==> src/rtl/egr_mim_rd_sched_if.sv <==
// Requester-side and MIM-side read request signals of egr_mim_rd_sched.
// master: requesters/MIM model; slave: the scheduler itself.
interface egr_mim_rd_sched_if #(
    parameter int N_REQ  = 4,
    parameter int ADDR_W = 20
);
    localparam int ID_W = $clog2(N_REQ);

    logic [N_REQ-1:0]        req_valid;
    logic [N_REQ*ADDR_W-1:0] req_addr;
    logic [N_REQ-1:0]        req_ready;
    logic                    mim_rd_req_valid;
    logic [ADDR_W-1:0]       mim_rd_req_addr;
    logic [ID_W-1:0]         mim_rd_req_id;
    logic                    mim_rd_req_ready;
    logic                    mim_rd_rsp_valid;

    modport master (
        output req_valid, req_addr, mim_rd_req_ready, mim_rd_rsp_valid,
        input  req_ready, mim_rd_req_valid, mim_rd_req_addr, mim_rd_req_id
    );

    modport slave (
        input  req_valid, req_addr, mim_rd_req_ready, mim_rd_rsp_valid,
        output req_ready, mim_rd_req_valid, mim_rd_req_addr, mim_rd_req_id
    );
endinterface

==> src/rtl/egr_mim_rd_sched.sv <==
// Credit-limited round-robin scheduler for N_REQ requesters onto one MIM read port.
// Optional macro EGR_MIM_RD_SCHED_PRIO_EN gives requester 0 strict priority.
module egr_mim_rd_sched #(
    parameter int N_REQ     = 4,
    parameter int ADDR_W    = 20,
    parameter int MAX_OUTST = 8,
    localparam int ID_W     = $clog2(N_REQ),
    localparam int CNT_W    = $clog2(MAX_OUTST + 1)
) (
    input  logic               clk,
    input  logic               arst_n,
    egr_mim_rd_sched_if.slave  bus,
    input  logic               cfg_en,
    input  logic [CNT_W-1:0]   cfg_credit_max,
    output logic [CNT_W-1:0]   outstanding,
    output logic               idle
);
    localparam logic [1:0] ST_IDLE  = 2'd0;
    localparam logic [1:0] ST_RUN   = 2'd1;
    localparam logic [1:0] ST_DRAIN = 2'd2;

    logic [1:0]        state_q, state_d;
    logic [ID_W-1:0]   rr_ptr_q, rr_ptr_d;
    logic              hold_valid_q, hold_valid_d;
    logic [ADDR_W-1:0] hold_addr_q, hold_addr_d;
    logic [ID_W-1:0]   hold_id_q, hold_id_d;
    logic [CNT_W-1:0]  outst_q, outst_d;

    logic [CNT_W-1:0]  eff_limit;
    logic [CNT_W:0]    in_flight;
    logic              accept, out_free, can_grant, grant;
    logic              gnt_found, rr_upd;
    logic [ID_W-1:0]   gnt_idx, cand;
    logic              rsp_dec;

    // Credit gate: a held-but-unaccepted request already consumes a credit.
    always_comb begin
        eff_limit = (cfg_credit_max > CNT_W'(MAX_OUTST)) ? CNT_W'(MAX_OUTST) : cfg_credit_max;
        accept    = hold_valid_q & bus.mim_rd_req_ready;
        out_free  = ~hold_valid_q | bus.mim_rd_req_ready;
        in_flight = {1'b0, outst_q} + (CNT_W+1)'(hold_valid_q);
        can_grant = (state_q == ST_RUN) && out_free && (in_flight < {1'b0, eff_limit});
    end

    // Walk from farthest to nearest so the requester right after rr_ptr wins.
    always_comb begin
        // NOTE: every always_comb output gets a default first, so no path infers a latch.
        gnt_found = 1'b0;
        gnt_idx   = '0;
        cand      = '0;
        rr_upd    = 1'b1;
        for (int k = N_REQ; k >= 1; k--) begin
            cand = ID_W'((int'(rr_ptr_q) + k) % N_REQ);
            if (bus.req_valid[cand]) begin
                gnt_found = 1'b1;
                gnt_idx   = cand;
            end
        end
`ifdef EGR_MIM_RD_SCHED_PRIO_EN
        if (bus.req_valid[0]) begin
            gnt_found = 1'b1;
            gnt_idx   = '0;
            rr_upd    = 1'b0;
        end
`endif
        grant         = can_grant & gnt_found;
        bus.req_ready = '0;
        if (grant) bus.req_ready[gnt_idx] = 1'b1;
    end

    always_comb begin
        hold_valid_d = hold_valid_q;
        hold_addr_d  = hold_addr_q;
        hold_id_d    = hold_id_q;
        rr_ptr_d     = rr_ptr_q;
        if (grant) begin
            hold_valid_d = 1'b1;
            hold_addr_d  = bus.req_addr[gnt_idx*ADDR_W +: ADDR_W];
            hold_id_d    = gnt_idx;
            if (rr_upd) rr_ptr_d = gnt_idx;
        end else if (accept) begin
            hold_valid_d = 1'b0;
        end

        rsp_dec = bus.mim_rd_rsp_valid && (outst_q != '0);
        case ({accept, rsp_dec})
            2'b10:   outst_d = outst_q + 1'b1;
            2'b01:   outst_d = outst_q - 1'b1;
            default: outst_d = outst_q;
        endcase

        state_d = state_q;
        case (state_q)
            ST_IDLE:  if (cfg_en) state_d = ST_RUN;
            ST_RUN:   if (!cfg_en) state_d = ST_DRAIN;
            ST_DRAIN: begin
                if (cfg_en)                                 state_d = ST_RUN;
                else if (outst_q == '0 && !hold_valid_q)   state_d = ST_IDLE;
            end
            default:  state_d = ST_IDLE;
        endcase
    end

    // NOTE: sequential state uses non-blocking assignments so all flops update together.
    always_ff @(posedge clk or negedge arst_n) begin
        if (!arst_n) begin
            state_q      <= ST_IDLE;
            rr_ptr_q     <= ID_W'(N_REQ - 1);
            hold_valid_q <= 1'b0;
            hold_addr_q  <= '0;
            hold_id_q    <= '0;
            outst_q      <= '0;
        end else begin
            state_q      <= state_d;
            rr_ptr_q     <= rr_ptr_d;
            hold_valid_q <= hold_valid_d;
            hold_addr_q  <= hold_addr_d;
            hold_id_q    <= hold_id_d;
            outst_q      <= outst_d;
        end
    end

    assign bus.mim_rd_req_valid = hold_valid_q;
    assign bus.mim_rd_req_addr  = hold_addr_q;
    assign bus.mim_rd_req_id    = hold_id_q;
    assign outstanding          = outst_q;
    assign idle                 = (state_q == ST_IDLE);
endmodule
==> src/flat_wrapper.sv <==
// flat-port wrapper written by rule: the top's interface ports become plain ports
module egr_mim_rd_sched_flat 
#(
    parameter int N_REQ     = 4,
    parameter int ADDR_W    = 20,
    parameter int MAX_OUTST = 8,
    localparam int ID_W     = $clog2(N_REQ),
    localparam int CNT_W    = $clog2(MAX_OUTST + 1)
)
  (clk, arst_n, cfg_en, cfg_credit_max, outstanding, idle, bus_req_valid, bus_req_addr, bus_mim_rd_req_ready, bus_mim_rd_rsp_valid, bus_req_ready, bus_mim_rd_req_valid, bus_mim_rd_req_addr, bus_mim_rd_req_id);
  egr_mim_rd_sched_if #(.N_REQ(N_REQ), .ADDR_W(ADDR_W)) bus_i ();
  input  logic clk;
  input  logic arst_n;
  input  logic cfg_en;
  input  logic [CNT_W-1:0] cfg_credit_max;
  output logic [CNT_W-1:0] outstanding;
  output logic idle;
  input wire logic [$bits(bus_i.req_valid)-1:0] bus_req_valid;
  input wire logic [$bits(bus_i.req_addr)-1:0] bus_req_addr;
  input wire logic [$bits(bus_i.mim_rd_req_ready)-1:0] bus_mim_rd_req_ready;
  input wire logic [$bits(bus_i.mim_rd_rsp_valid)-1:0] bus_mim_rd_rsp_valid;
  output wire logic [$bits(bus_i.req_ready)-1:0] bus_req_ready;
  output wire logic [$bits(bus_i.mim_rd_req_valid)-1:0] bus_mim_rd_req_valid;
  output wire logic [$bits(bus_i.mim_rd_req_addr)-1:0] bus_mim_rd_req_addr;
  output wire logic [$bits(bus_i.mim_rd_req_id)-1:0] bus_mim_rd_req_id;
  assign bus_i.req_valid = bus_req_valid;
  assign bus_i.req_addr = bus_req_addr;
  assign bus_i.mim_rd_req_ready = bus_mim_rd_req_ready;
  assign bus_i.mim_rd_rsp_valid = bus_mim_rd_rsp_valid;
  assign bus_req_ready = bus_i.req_ready;
  assign bus_mim_rd_req_valid = bus_i.mim_rd_req_valid;
  assign bus_mim_rd_req_addr = bus_i.mim_rd_req_addr;
  assign bus_mim_rd_req_id = bus_i.mim_rd_req_id;
  egr_mim_rd_sched #(.N_REQ(N_REQ), .ADDR_W(ADDR_W), .MAX_OUTST(MAX_OUTST)) u_core (.clk(clk), .arst_n(arst_n), .bus(bus_i), .cfg_en(cfg_en), .cfg_credit_max(cfg_credit_max), .outstanding(outstanding), .idle(idle));
endmodule
==> config.mk <==
export PLATFORM = sky130hd
export DESIGN_NAME = egr_mim_rd_sched_flat
export DESIGN_NICKNAME = d
export VERILOG_FILES = /design/src/rtl/egr_mim_rd_sched_if.sv /design/src/rtl/egr_mim_rd_sched.sv /design/src/flat_wrapper.sv
export SDC_FILE = /design/constraint.sdc
export NUM_CORES = 1
export LEC_CHECK = 0
export BUFFER_PORTS_ARGS = -buffer_cell sky130_fd_sc_hd__buf_4
export CAP_MARGIN = 20
export CORE_MARGIN = 10
export CORE_UTILIZATION = 45
export DETAILED_ROUTE_END_ITERATION = 8
export PLACE_DENSITY = 0.86
export SETUP_SLACK_MARGIN = 0.2
export SLEW_MARGIN = 20
export SYNTH_ARGS = -nofsm -noshare
export SYNTH_HDL_FRONTEND = slang
export SYNTH_SLANG_ARGS = --single-unit
export TNS_END_PERCENT = 5
==> constraint.sdc <==
create_clock -name clk -period 4.7 [get_ports clk]
set_clock_uncertainty 0.15 [all_clocks]
set_input_delay 1.41 -clock clk [delete_from_list [all_inputs] [get_ports clk]]
set_output_delay 1.41 -clock clk [all_outputs]
set_load 0.02 [all_outputs]
Yosys cells after proc, flatten, opt, wreduce, memory -nomap -nowiden
Index checks and enable logic that the tools add are counted.
{ "op_classes": {"eq_ne": 7, "order_cmp": 8, "reduce_logical": 12, "n_mul": 1, "bitwise": 4, "n_addsub": 7, "div_mod_pow": 0, "mux": 28, "shifts": 1} }
{ "ops": {"columns": ["cell", "n"], "rows": [
  ["indexed part select 80 x 8 -> 20 bit", 1],
  ["two-way mux 2 bit", 8],
  ["< comparator 2 x 3 -> 1 bit (second input constant)", 5],
  ["two-way mux 1 bit", 11],
  ["binary-select mux 1 bit (select 2 bit)", 4],
  ["two-way mux 4 bit", 2],
  ["one-hot mux 4 bit (2 select lines)", 1],
  ["one-hot mux 2 bit (3 select lines)", 1],
  ["adder 4 x 1 -> 5 bit", 1],
  ["logical AND 1 bit", 5],
  ["< comparator 5 x 4 -> 1 bit", 1],
  ["multiplier 2 x 3 -> 5 bit (second input constant)", 1],
  ["adder 2 x 1 -> 2 bit (second input constant)", 2],
  ["adder 2 bit (second input constant)", 2],
  ["adder 4 x 1 -> 4 bit (second input constant)", 1],
  ["== test 2 x 1 -> 1 bit (second input constant)", 2],
  ["== test 2 bit (second input constant)", 2],
  ["> comparator 4 bit (second input constant)", 1],
  ["logical NOT 4 bit", 1],
  ["inequality test 2 bit (second input constant)", 2],
  ["nonzero test 2 bit", 2],
  ["nonzero test 4 bit", 1],
  ["subtractor 4 x 1 -> 4 bit (second input constant)", 1],
  ["inequality test 3 x 2 -> 1 bit (second input constant)", 1],
  ["8 further kinds", 9]
]} }
{ "totals": {"latch_bits": 0, "mem_bits_ro": 0, "memories": 0, "input_bits": 93, "elab_cells": 74, "ff_bits": 31, "ram_bits": 0} }

Depth between registers and ports, before layout
Gate-level depths: netlist (run 1).
{ "logic_depth": {"word_depth": 12, "ltp_mapped": 10, "mapped_depth_nobuf": 9} }

Worst setup path before layout (run 1)
OpenSTA, ideal clock, no wires.
{ "synth_path": {"kind": "input-to-output", "start": "input port cfg_credit_max[3]", "end": "output port bus_req_ready[2]", "cell_stages": 10, "arrival_ns": 3.047, "required_ns": 3.140, "slack_ns": 0.093, "path_buffers": 2, "path_cell_list": "inv_1 -> nand2_1 -> ha_1 -> or4b_1 -> o2111ai_1 -> and3_4 -> nand2b_2 -> buf_6 -> buf_6 -> nor2_1"} }
{ "synth_between": {"elab_chain_len": 6} }
{ "synth_rtl": {"columns": ["item", "line", "text"], "rows": [
  ["start: declaration", "flat_wrapper.sv:15", "input logic [CNT_W-1:0] cfg_credit_max;"],
  ["> comparator 4 bit", "egr_mim_rd_sched.sv:38", "eff_limit = (cfg_credit_max > CNT_W'(MAX_OUTST)) ? CNT_W'(MAX_OUTST) : cfg_credit_max;"],
  ["two-way mux 4 bit *", "egr_mim_rd_sched.sv:38", null],
  ["< comparator 5 x 4 -> 1 bit *", "egr_mim_rd_sched.sv:42", "can_grant = (state_q == ST_RUN) && out_free && (in_flight < {1'b0, eff_limit});"],
  ["logical AND 1 bit *", "egr_mim_rd_sched.sv:42", null],
  ["AND 1 bit *", "egr_mim_rd_sched.sv:66", "grant = can_grant & gnt_found;"],
  ["two-way mux 4 bit *", "egr_mim_rd_sched.sv:68", "if (grant) bus.req_ready[gnt_idx] = 1'b1;"],
  ["end: declaration", "flat_wrapper.sv:22", "output wire logic [$bits(bus_i.req_ready)-1:0] bus_req_ready;"]
]} }
Every way passes the cells marked *; elsewhere a longest branch is shown, timed or not.

Worst setup path after layout (run 1)
Ends and elaborated chain as after synthesis.

==> flow_metrics.tcl, run 1 <==
set metrics [dict create \
    yosysWarnings 0 \
    placementRows 26 \
    clk_transition_reported_paths_ns 0.06 \
    cts.htree.levels 2 \
    netlist_area_um2 2310 \
    slew_headroom_pct 71.1 \
    synthTopCellsByArea "sky130_fd_sc_hd__dfrtp_1 31%, sky130_fd_sc_hd__o21ai_0 10%, sky130_fd_sc_hd__o221a_1 8.8%, sky130_fd_sc_hd__inv_1 7.5%, sky130_fd_sc_hd__mux2_2 6.3%" \
    clk_root_buffer_cell "sky130_fd_sc_hd__clkbuf_8" \
    holdPathEnd "u_core.bus.mim_rd_req_id[0]" \
    finish.net_count 484 \
    seq_area_frac_synth_pct 33.7 \
    cpMostUsedCell "sky130_fd_sc_hd__buf_6" \
    irDropWorstVdd_mv 0.470 \
    syn_avg_cell_area_um2 8.92 \
    place_congestion 0.799 \
    timing.final.crit_period_ns 4.47 \
    grt_usage_pct 17.4 \
    outcome "completed" \
    setup.reg_to_reg.worst_slack_ns 1.67 \
    tightestPinTransition_ns 0.434 \
    initial_utilization_pct 45.8 \
    crit_type "input port to primary output" \
    worstPathCellList "buf_6 -> inv_4 -> nand2_4 -> ha_4 -> or4b_4 -> o2111ai_2 -> and3_4 -> nand2b_4 -> nor2_4 -> buf_6" \
    port-buffer-count 124 \
    timing_max_transition_violations_final 0 \
    ys.flop_type "sky130_fd_sc_hd__dfrtp_1" \
    worst-path-max-fanout 5 \
    rsz0062_at_grt "false" \
    synth_async_sr_flop_share_pct 100 \
    synth.ff_latch_count 31 \
    grt_antenna_before_repair 0 \
    postLayoutCellArea_um2 3470 \
    holdCritPathClass "register to register" \
    maxCapViolCount 0 \
    worst_path_dominant_cell_family "simple AND/OR/NAND/NOR gates" \
    via_count_of_the_first_global_routing_pass 2454 \
    antenna_left 0 \
    final_wl_mm 7.53 \
    syn_inst 259 \
    fp.dieH_um 91.6 \
    cts_sinks 31 \
    grt_pass1_wl_mm 12.2 \
    number_of_detailed_routing_iterations_run_before_antenna_repair 4 \
    crit_required_ns 3.14 \
    tritoncts_clock_tree "done" \
    standard_cell_area_after_detailed_placement_um2 3280 \
    area_delta_synth_final_pct 50.4 \
    cpMaxStageDelayCell "sky130_fd_sc_hd__or4b_4" \
    placeable_core_region_um2 5040 \
    synth_cell_types 38 \
    cts_buffer_depth 2 \
    post_synth_edffs 0 \
    hold_path_startpoint "u_core.bus.mim_rd_req_id[0]" \
    grt_start_max_net_pins 42 \
    critPathCaptureType "primary output" \
    worstReg2RegStart "u_core.outstanding[0]" \
    num-fill-cells 414 \
    die_width_um 91.6 \
    detail_route.drc_violations 0 \
    max_freq_ghz 0.224 \
    num_antenna_cells 0 \
    i_o_pin_count 125 \
    cp.arrival_ns 2.91 \
    synth_top_cells_by_count "46 x sky130_fd_sc_hd__inv_1, 46 x sky130_fd_sc_hd__o21ai_0, 29 x sky130_fd_sc_hd__dfrtp_1" \
    post-synth-top-area-cell "sky130_fd_sc_hd__dfrtp_1" \
    power-per-cell-area_nw_per_um2 571 \
    routedWlPerCell_um 16.6 \
    drt-initial-drc-count 89 \
    regToRegEndpoint "u_core.bus.mim_rd_req_addr[15]" \
    post_synthesis_net_count 361 \
    path_depth 10 \
    detail_route.vias_per_cell 4.94 \
    netlist.area_leader.share_pct 31.4 \
    dp_hpwl_mm 5.81 \
    layout.core_utilization_pct 68.9 \
    timing_hold_violations_final 0 \
    reg2reg_depth 10 \
    finalSetupTns_ns 0 \
    cts_inserted_buffers 5 \
    worstSetupStartpointType "input port" \
    critical_path_buf_inv_count 3 \
    share_of_post_route_cells_with_drive_strength_above_1_pct 49.6 \
    p_leak_nw 1.72 \
    cpPeakStageDelay_ns 0.47 \
    worst_skew_late_latency_ns 0.27 \
    globalRoute.totalOverflow 0 \
    setup-violations-final 0 \
    vias 2236 \
    die-area_um2 8400 \
    final_worst_path_period_share_pct 95.2 \
    hold_depth 1 \
]
-- cell usage in the layout (no fill, tap or decap), drive strengths merged --
master / instances
o21a: 3
fa: 1
buf: 132
a21boi: 1
nor2: 7
clkbuf: 8
o21ai: 46
dfstp: 2
mux2: 20
a21oi: 3
and2: 1
a21o: 2
or4b: 1
xor2: 3
or3: 1
nor2b: 4
nor3: 2
o221a: 20
nand3: 1
nand2: 7
a2111oi: 1
ha: 8
a32oi: 1
and3: 3
xnor2: 3
or2: 21
nand2b: 4
o2111ai: 1
dfrtp: 29
inv: 46
or4: 1
-- state kept, by name, indices dropped and copies added, names as in the netlist --
signal and flops:
u_core.bus.mim_rd_req_addr 20, u_core.bus.mim_rd_req_id 2, u_core.bus.mim_rd_req_valid 1, u_core.outstanding 4, u_core.rr_ptr_q 2, u_core.state_q 2
-- metal layers --
layer,global-route usage [%],wire length [um]
met1,19.8,3150
met2,30.8,3860
met3,4.81,408
met4,5.09,104
met5,0,0
-- how the worst max path moves through the flow --
stage / start / endpoint / slack [ns]
3_5_place_dp: cfg_credit_max[3] / bus_req_ready[2] / 0.09
2_1_floorplan: cfg_credit_max[3] / bus_req_ready[2] / 0.18
6_report: cfg_credit_max[3] / bus_req_ready[2] / 0.23
4_1_cts: cfg_credit_max[3] / bus_req_ready[2] / 0.17
3_3_place_gp: cfg_credit_max[3] / bus_req_ready[2] / 0.19
5_1_grt: cfg_credit_max[3] / bus_req_ready[2] / 0.20
-- per-stage QoR --
| step | instances | setup WS [ns] | hold slack, ns | total power [mW] |
|---|---|---|---|---|
| 2_1_floorplan | 259 | 0.183 | 0.310 | 1.28 |
| 3_3_place_gp | 443 | 0.188 | 0.321 | 1.66 |
| 3_5_place_dp | 443 | 0.0895 | 0.332 | 1.70 |
| 4_1_cts | 452 | 0.171 | 0.346 | 1.97 |
| 5_1_grt | 453 | 0.199 | 0.373 | 2.13 |
| 6_report | 453 | 0.226 | 0.344 | 1.98 |
-- power breakdown --
part,internal (mW),switching [mW]
registers,0.403,0.0950
clock network,0.134,0.0955
logic,0.620,0.637
-- cell type report --
cell class	count	area, um^2	share of cell area [%]
clock buffer	8	100	2.88
inverter	46	175	5.04
multi-input combinational	166	1320	38.1
sequential	31	778	22.4
tap	70	87.6	2.52
timing repair buffer	132	1010	29.1
-- kinds of logic (layout without fill, tap and decap cells) --
family	Yosys count	count (layout)	synth area share, %
compound gates	78	78	23.5
xor+xnor	6	6	2.28
fa+ha+maj	9	9	5.20
buf+inv	62	186	11.9
flops	31	31	33.7
mux	20	20	9.75
simple gates	53	53	13.7
-- what timing repair did --
action                                  CTS  global route
gates resized for setup                  14             6
hold buffers                              0             0
endpoints found under the setup margin    4             4
pin swaps                                 5             3
buffers inserted                          1             1
Power figures use the tool's default switching activity.
==> run 2: changes to the inputs <==
- ABC_AREA: not set -> 1
- CORE_UTILIZATION: 45 -> 46
- MAX_ROUTING_LAYER: not set -> met4
- PLACE_DENSITY: 0.86 -> 0.87
- REMOVE_ABC_BUFFERS: not set -> 1
==> run 2 against run 1 <==
  * Critical path depth increased by 4
  * Sequential share of layout area increased by 0.26 points
  * Combinational power increased by 56%
  * Flip-flop and latch count is the same
  * Fmax grew 2.4%
==> flow_metrics.tcl, run 2 <==
set metrics [dict create \
    reg2reg_depth 11 \
    post_synth_edffs 0 \
    final_wl_mm 8.19 \
    detailroute.wirelength.met3_um 668 \
    final_worst_path_period_share_pct 93.0 \
    timing_hold_violations_final 0 \
    critPathCaptureType "primary output" \
    grt_start_max_net_pins 41 \
    timing.final.crit_period_ns 4.37 \
    worst_skew_late_latency_ns 0.27 \
    post-synth-top-area-cell "sky130_fd_sc_hd__dfrtp_1" \
    ys.flop_type "sky130_fd_sc_hd__dfrtp_1" \
    die-area_um2 8440 \
    power-per-cell-area_nw_per_um2 778 \
    cts.htree.levels 2 \
    port-buffer-count 124 \
    crit_required_ns 3.14 \
    cpMaxStageDelayCell "sky130_fd_sc_hd__ha_1" \
    vias 2844 \
    totalPowerFinal_mw 2.67 \
    dp_hpwl_mm 6.36 \
    wl_met2_mm 4.03 \
    cts_buffer_depth 2 \
    synth_cell_types 32 \
    outcome "completed" \
    routedWlPerCell_um 15.0 \
    hold_depth 2 \
    internal_power_mw 1.24 \
    area_delta_synth_final_pct 44.5 \
    syn_avg_cell_area_um2 6.71 \
    number_of_detailed_routing_iterations_run_before_antenna_repair 4 \
    synth_top_cells_by_count "123 x sky130_fd_sc_hd__nand2_1, 106 x sky130_fd_sc_hd__nand3_1, 29 x sky130_fd_sc_hd__dfrtp_1" \
    final_cells 545 \
    grt_antenna_before_repair 0 \
    slew_headroom_pct 69.6 \
    num-fill-cells 471 \
    dominant_cell_by_count_in_the_synthesized_netlist "sky130_fd_sc_hd__nand2_1" \
    largest_register_ffs 20 \
    grt_pass1_wl_mm 13.3 \
    tightestPinTransition_ns 0.452 \
    num_antenna_cells 0 \
    switching_share_pct 53.4 \
    switching_power_mw 1.43 \
    synthTopCellsByArea "sky130_fd_sc_hd__dfrtp_1 31%, sky130_fd_sc_hd__nand3_1 22%, sky130_fd_sc_hd__nand2_1 19%, sky130_fd_sc_hd__ha_1 4.2%, sky130_fd_sc_hd__inv_1 3.2%" \
    cts_inserted_buffers 5 \
    drt-initial-drc-count 129 \
    placementRows 26 \
    comb_power_share_pct 73.8 \
    syn_inst 354 \
    synth.ff_latch_count 31 \
    place_congestion 0.912 \
    irDropWorstVdd_mv 0.413 \
    worst-path-max-fanout 4 \
    max_freq_ghz 0.229 \
    clockPowerShare_pct 7.4 \
    netlist_area_um2 2380 \
    fp.dieH_um 91.9 \
    detail_route.wirelength.met1_mm 3.42 \
    tritoncts_clock_tree "done" \
    via_count_of_the_first_global_routing_pass 2920 \
    finish.net_count 576 \
    cp.arrival_ns 2.81 \
    place.detailed.instances 534 \
    standard_cell_area_after_detailed_placement_um2 3320 \
    yosysWarnings 0 \
    clk_root_buffer_cell "sky130_fd_sc_hd__clkbuf_8" \
    setup-violations-final 0 \
    route.top_layer_used "met4" \
    most_common_cell_after_layout_fill_and_taps_aside "sky130_fd_sc_hd__buf_4" \
    worstPathCellList "buf_4 -> inv_2 -> nand2_1 -> ha_1 -> nand2_1 -> nand2_1 -> nand2_1 -> nand2_1 -> a21oi_2 -> o21ai_4 -> nor2_4 -> inv_2 -> nor2_1 -> buf_4" \
    detail_route.drc_violations 0 \
    grt_usage_pct 19.5 \
    timing_max_transition_violations_final 0 \
    postLayoutCellArea_um2 3430 \
    rsz0062_at_grt "true" \
    share_of_post_route_cells_with_drive_strength_above_1_pct 32.8 \
    holdCritPathClass "register to register" \
    detail_route.vias_per_cell 5.22 \
    worst_slack_ns 0.330 \
    antenna_left 0 \
    die_width_um 91.9 \
    placeable_core_region_um2 5040 \
    maxCapViolCount 0 \
    p_leak_nw 1.91 \
    cts_sinks 31 \
    i_o_pin_count 125 \
    initial_utilization_pct 47.1 \
    crit_type "input port to primary output" \
    power.sequential.fraction_pct 18.9 \
    netlist.area_leader.share_pct 30.5 \
    synth_async_sr_flop_share_pct 100 \
    cpPeakStageDelay_ns 0.26 \
    layout.cells.most_common_list "134 x sky130_fd_sc_hd__buf_4, 123 x sky130_fd_sc_hd__nand2_1, 106 x sky130_fd_sc_hd__nand3_1, 29 x sky130_fd_sc_hd__dfrtp_1, 19 x sky130_fd_sc_hd__inv_1" \
    preCtsSetupSlack_ns 0.216 \
    clk_transition_reported_paths_ns 0.06 \
    cpMostUsedCell "sky130_fd_sc_hd__nand2_1" \
    seq_area_frac_synth_pct 32.8 \
    globalRoute.totalOverflow 0 \
    worstSetupStartpointType "input port" \
]
-- run 2: changes by cell type after synthesis, sizes merged, moves of 4 or more --
cell    change
nand2     +119
nand3     +106
o21ai      -40
inv        -22
or2        -21
mux2       -20
o221a      -20
buf        +11
clkbuf      -6
nor2        +6
nand2b      -4
nor2b       -4
-- run 2: path summary, 6_finish.rpt --
kind / start / end / slack (ns)
setup / recovery: cfg_credit_max[3] / bus_req_ready[2] / 0.33
hold / removal: u_core.bus.mim_rd_req_addr[10] / u_core.bus.mim_rd_req_addr[10] / 0.33
setup reg to reg: u_core.outstanding[1] / u_core.outstanding[3] / 2.08
hold reg to reg: u_core.bus.mim_rd_req_addr[10] / u_core.bus.mim_rd_req_addr[10] / 0.33
max in group asynchronous: arst_n / u_core.rr_ptr_q[0] / 3.17
min in group asynchronous: arst_n / u_core.bus.mim_rd_req_addr[6] / 0.91
-- run 2: critical path: cells and delay by family --
kind                       cells  cell delay, ns
adders and majority gates      1            0.26
and+or+nand+nor                7            0.47
buffers and inverters          4            0.37
AOI/OAI and AO/OA              2            0.29
-- run 2: final cells by class --
cell class	instances	area (um^2)	area share [%]
clock buffers	7	76.3	2.22
clock inverters	1	5.00	0.146
inverters	24	92.6	2.70
multi-input cells	278	1390	40.4
flip-flops and latches	31	778	22.7
well taps	70	87.6	2.55
repair buffers	134	1010	29.3
-- run 2: metrics by stage --
step / hold slack, ns / TNS [ns] / utilization [%]
6_report: 0.332 / 0 / 68.1
5_1_grt: 0.355 / 0 / 68.1
4_1_cts: 0.336 / 0 / 67.5
3_5_place_dp: 0.318 / 0 / 65.9
3_3_place_gp: 0.315 / 0 / 65.9
2_1_floorplan: 0.372 / -0.177 / -
-- run 2: logic make-up (layout without fill, tap and decap cells) --
kind of cell	after synthesis	after routing	share of synthesized area (%)
buffers and inverters	45	166	9.22
and+or+nand+nor	252	252	47.8
xor gates and xnor gates	5	5	1.84
DFF	31	31	32.8
adders and majority gates	9	9	5.06
AOI/OAI and AO/OA	12	12	3.37
-- run 2: timing repair --
action,in CTS,in global routing
setup endpoints to repair,0,4
resized for setup,0,3
hold buffers,0,0
buffers inserted,0,3
-- run 2: metal layers --
layer  GRT usage (%)  vias up
met3            7.09        9
li1                -     1400
met1            21.7     1317
met2            32.7      118
met5               -        -
met4            4.24        0
-- run 2: power groups by stage --
stage               Clock [mW]  Sequential (mW)  Combinational (mW)
floorplan                    0            0.625                1.11
global placement             0            0.502                1.86
detailed placement           0            0.506                1.91
CTS                      0.203            0.504                1.92
global route             0.218            0.521                2.20
finish                   0.197            0.504                1.97
